## src/rtl/adder_sentinel.sv

```systemverilog
// adder_sentinel: built-in self-test for an external full adder, exhaustive then LFSR vectors
module adder_sentinel #(
    parameter int         N_VECTORS    = 255,
    parameter logic [7:0] LFSR_SEED    = 8'hA5,
    parameter bit         STOP_ON_FAIL = 1'b0
) (
    input  logic       clk,
    input  logic       rst,
    input  logic       start,
    output logic       dut_a,
    output logic       dut_b,
    output logic       dut_cin,
    input  logic       dut_s,
    input  logic       dut_cout,
    output logic       busy,
    output logic       done,
    output logic       alarm,
    output logic [7:0] fail_count,
    output logic [7:0] first_fail_idx,
    output logic [7:0] vec_idx
);
    typedef enum logic [1:0] {IDLE, RUN, DONE} state_t;
    state_t state, state_nxt;
    logic [7:0] lfsr, nxt_idx;
    logic exp_s, exp_c, mis, last, go;
    always_comb begin
        exp_s = dut_a ^ dut_b ^ dut_cin;
        exp_c = (dut_a & dut_b) | (dut_a & dut_cin) | (dut_b & dut_cin);
        // if() takes the else branch on X/Z, so unknown responses count as mismatches
        mis = 1'b1;
        if (dut_s == exp_s && dut_cout == exp_c) mis = 1'b0;
        last = vec_idx == 8'(N_VECTORS - 1);
        go = start && state != RUN;
        nxt_idx = vec_idx + 8'd1;
        state_nxt = state;
        if (go) state_nxt = RUN;
        else if (state == RUN && (last || (STOP_ON_FAIL && mis))) state_nxt = DONE;
    end
    always_ff @(posedge clk or posedge rst) begin
        if (rst) state <= IDLE;
        else state <= state_nxt;
    end
    assign busy = state == RUN;
    assign done = state == DONE;
    always_ff @(posedge clk or posedge rst) begin
        if (rst) begin
            {dut_a, dut_b, dut_cin} <= 3'b000;
            vec_idx        <= 8'd0;
            fail_count     <= 8'd0;
            alarm          <= 1'b0;
            first_fail_idx <= 8'hFF;
            lfsr           <= LFSR_SEED;
        end else if (go) begin
            {dut_a, dut_b, dut_cin} <= 3'b000;
            vec_idx        <= 8'd0;
            fail_count     <= 8'd0;
            alarm          <= 1'b0;
            first_fail_idx <= 8'hFF;
            lfsr           <= LFSR_SEED;
        end else if (state == RUN) begin
            if (mis) begin
                fail_count <= fail_count + 8'd1;
                alarm      <= 1'b1;
                if (!alarm) first_fail_idx <= vec_idx;
            end
            if (state_nxt == RUN) begin
                vec_idx <= nxt_idx;
                if (nxt_idx[7:3] == 5'd0) begin
                    {dut_a, dut_b, dut_cin} <= nxt_idx[2:0];
                end else begin
                    {dut_cin, dut_b, dut_a} <= lfsr[2:0];
                    lfsr <= {lfsr[6:0], lfsr[7] ^ lfsr[5] ^ lfsr[4] ^ lfsr[3]};
                end
            end
        end
    end
endmodule

```

## config.mk

```make
export PLATFORM = sky130hd
export DESIGN_NAME = adder_sentinel
export DESIGN_NICKNAME = d
export VERILOG_FILES = /design/src/rtl/adder_sentinel.sv
export SDC_FILE = /design/constraint.sdc
export NUM_CORES = 1
export LEC_CHECK = 0
export ABC_AREA = 1
export BUFFER_PORTS_ARGS = -buffer_cell sky130_fd_sc_hd__buf_2
export CORE_ASPECT_RATIO = 0.5
export CORE_MARGIN = 3
export CORE_UTILIZATION = 25
export DETAILED_ROUTE_END_ITERATION = 12
export PLACE_DENSITY_LB_ADDON = 0.1
export SKIP_LAST_GASP = 1
export SLEW_MARGIN = 20
export SYNTH_ARGS = -nofsm -noshare
export SYNTH_HDL_FRONTEND = slang
export SYNTH_SLANG_ARGS = --single-unit
```

## constraint.sdc

```tcl
create_clock -name clk -period 5.6 [get_ports clk]
set_clock_uncertainty 0.1 [all_clocks]
set_input_delay 0.28 -clock clk [delete_from_list [all_inputs] [get_ports clk]]
set_output_delay 0.28 -clock clk [all_outputs]
set_load 0.1 [all_outputs]
```

==> out/metrics.yaml <==
outcome: "completed"
place_congestion: 0.728
die_x_um: 133
ios: 35
synth_top_cell_area_share_pct: 32.4
wl_per_cell_um: 12.6
slew_violations: 0
synthArstFlopShare_pct: 100
port_buffers: 34
cts_setup_buffers: 0
period_minus_slack_ns: 2.24
ys_seq_elements: 38
fin_ws_ns: 3.36
synthCells: 242
grt_max_degree: 39
synth_fp_nets: 251
cp.arrival_ns: 2.35
crit_family: "simple AND/OR/NAND/NOR gates"
setup_tns_ns: 0
synth_edf_count: 0
dp_slack_ns: 3.32
first_global_vias: 1622
yosys_most_used_dff: "dfrtp_1"
slowest_delay_ns: 0.56
crit_required_ns: 5.71
track_usage_pct: 11.0
grt_overflow_total: 0
cp_num_buf_inv: 0
cts_resized: 0
worst_slew_margin_rel_pct: 66.8
layout_commonest_cell: "nand2_1"
final_hold_viol_count: 0
ff2ff_setup_slack_ns: 3.36
cts_sinks: 38
totalWireLength_um: 4900
fin_crit_sh_pct: 39.9
critPathLaunchType: "register"
dp_hpwl_um: 3600
rsz0062_at_grt: "false"
vias_per_cell: 4.30
path_class: "reg -> reg"
clk_pin_slew_ns: 0.06
layout_common_cells: "nand2_1, buf_2, nand3_1, dfrtp_1, nor2_1"
die_height_um: 69.4
dr.first_iter.drc_count: 110
rows: 22
drc: 0
netlist_area_mm2: 0.00201
cts-hold-fix-buffers: 0
fmax_ghz: 0.447
cp_slowest_cell: "fa_1"
setup_viol: 0
cts_buffers: 5
clk_latency_ns: 0.28
maxCapViolations: 0
first_pass_iters: 4
start_util_pct: 26.5
syn_to_final_growth_pct: 24.2
synth_area_leaders: "dfrtp_1, dfstp_2, nand2_1, nand3_1, nor2_1"
fin_nets: 288
h-tree-depth: 2
ys.warnings.count: 0
place_inst: 380
avgSynthCellArea_um2: 8.30
antenna_found_initial: 0
synthDistinctLibCells: 33
clockBufferDepth: 2
postRouteAntennaNets: 0
hold_class: "in -> async"
worst_pin_slew_ns: 0.497
root_buffer: "clkbuf_16"
cpMostUsedCell: "nand2_1"
core_mm2: 0.00757
drive_above_1_share_pct: 29.6
crit_path_end_kind: "register"
crit_chain: "fa_1 > xnor2_1 > nand2_1 > nand2_1 > nand2_1 > nand2_2 > nand2_1 > o21ai_1"
num_vias: 1670
dieArea_mm2: 0.00921
grt_pass1_wl_um: 8360
cts_tree: "done"
yosysTopAreaCell: "dfrtp_1"
insertedDiodeCount: 0
fin_cells: 388
cp_max_fo: 16
synth_seq_area_share_pct: 48.1
-- state kept, by name, summed over array words and instances (netlist names) --
| register | cells |
|---|---|
| fail_count | 8 |
| first_fail_idx | 8 |
| lfsr | 8 |
| vec_idx | 8 |
| state | 2 |
| alarm | 1 |
| dut_a | 1 |
| dut_b | 1 |
| dut_cin | 1 |
-- cell type report --
| type | count | area, µm² |
|---|---|---|
| multi-input combinational | 174 | 922 |
| clock buffer | 6 | 139 |
| sequential | 38 | 966 |
| timing repair buffer | 35 | 178 |
| tap | 108 | 135 |
| clock inverter | 2 | 60.1 |
| fill | 817 | 5070 |
| inverter | 25 | 95.1 |
-- synthesized netlist by cell type, types with 3 or more instances --
cell type,number
nor2_1,22
o21ai_0,12
nand3_1,28
nor2_2,3
o21ai_1,4
ha_1,3
inv_2,8
dfstp_2,12
xnor2_1,5
o22ai_1,4
inv_1,16
nand4_1,7
buf_2,3
dfrtp_1,26
nor3_1,4
nand2_2,9
nand2_1,59
-- cells by family (layout without fill, tap and decap cells) --
family / count (synthesis) / in the layout / share of synthesized area, %
AOI/OAI and AO/OA: 24 / 24 / 6.91
DFF: 38 / 38 / 48.1
adders and majority gates: 4 / 4 / 2.86
and+or+nand+nor: 140 / 140 / 33.5
xor gates and xnor gates: 6 / 6 / 2.62
buffers and inverters: 30 / 68 / 6.04
-- per-layer routing --
| metal | vias up | track usage [%] | share of wire [%] |
|---|---|---|---|
| li1 | 865 | - | - |
| met1 | 775 | 15.8 | 53 |
| met2 | 23 | 16.2 | 42 |
| met3 | 7 | 3.19 | 3.8 |
| met4 | 0 | 3.23 | 1.1 |
| met5 | - | 0 | 0 |
-- stage by stage --
stage / instance area (µm²) / hold WS [ns] / util, %
2_1_floorplan: 2010 / 0.363 / -
3_3_place_gp: 2300 / 0.339 / 30.3
3_5_place_dp: 2300 / 0.339 / 30.3
4_1_cts: 2490 / 0.0342 / 33.0
5_1_grt: 2490 / 0.0810 / 33.0
6_report: 2490 / 0.00430 / 33.0
-- path summary, 6_finish.rpt --
kind,endpoint,depth (start not counted),startpoint
worst max-delay path,first_fail_idx[1]$_DFFE_PP1P_,8,dut_a$_DFFE_PP0P_
worst min-delay path,vec_idx[4]$_DFFE_PP0P_,3,rst
worst max register to register,first_fail_idx[1]$_DFFE_PP1P_,8,dut_a$_DFFE_PP0P_
worst min register to register,first_fail_idx[0]$_DFFE_PP1P_,2,first_fail_idx[0]$_DFFE_PP1P_
max in group asynchronous,lfsr[7]$_DFFE_PP1P_,3,rst
min in group clk,fail_count[1]$_DFFE_PP0P_,5,dut_s
-- worst register-to-register path: cells and delay by family (launching register included) --
kind,cells,cell delay [ns]
DFF,1,0.41
AOI/OAI and AO/OA,1,0.08
adders and majority gates,1,0.56
and+or+nand+nor,5,0.91
xor gates and xnor gates,1,0.11
Power is not shown: default switching activity piles up to over one toggle a cycle in this logic, so the estimate is an artifact.
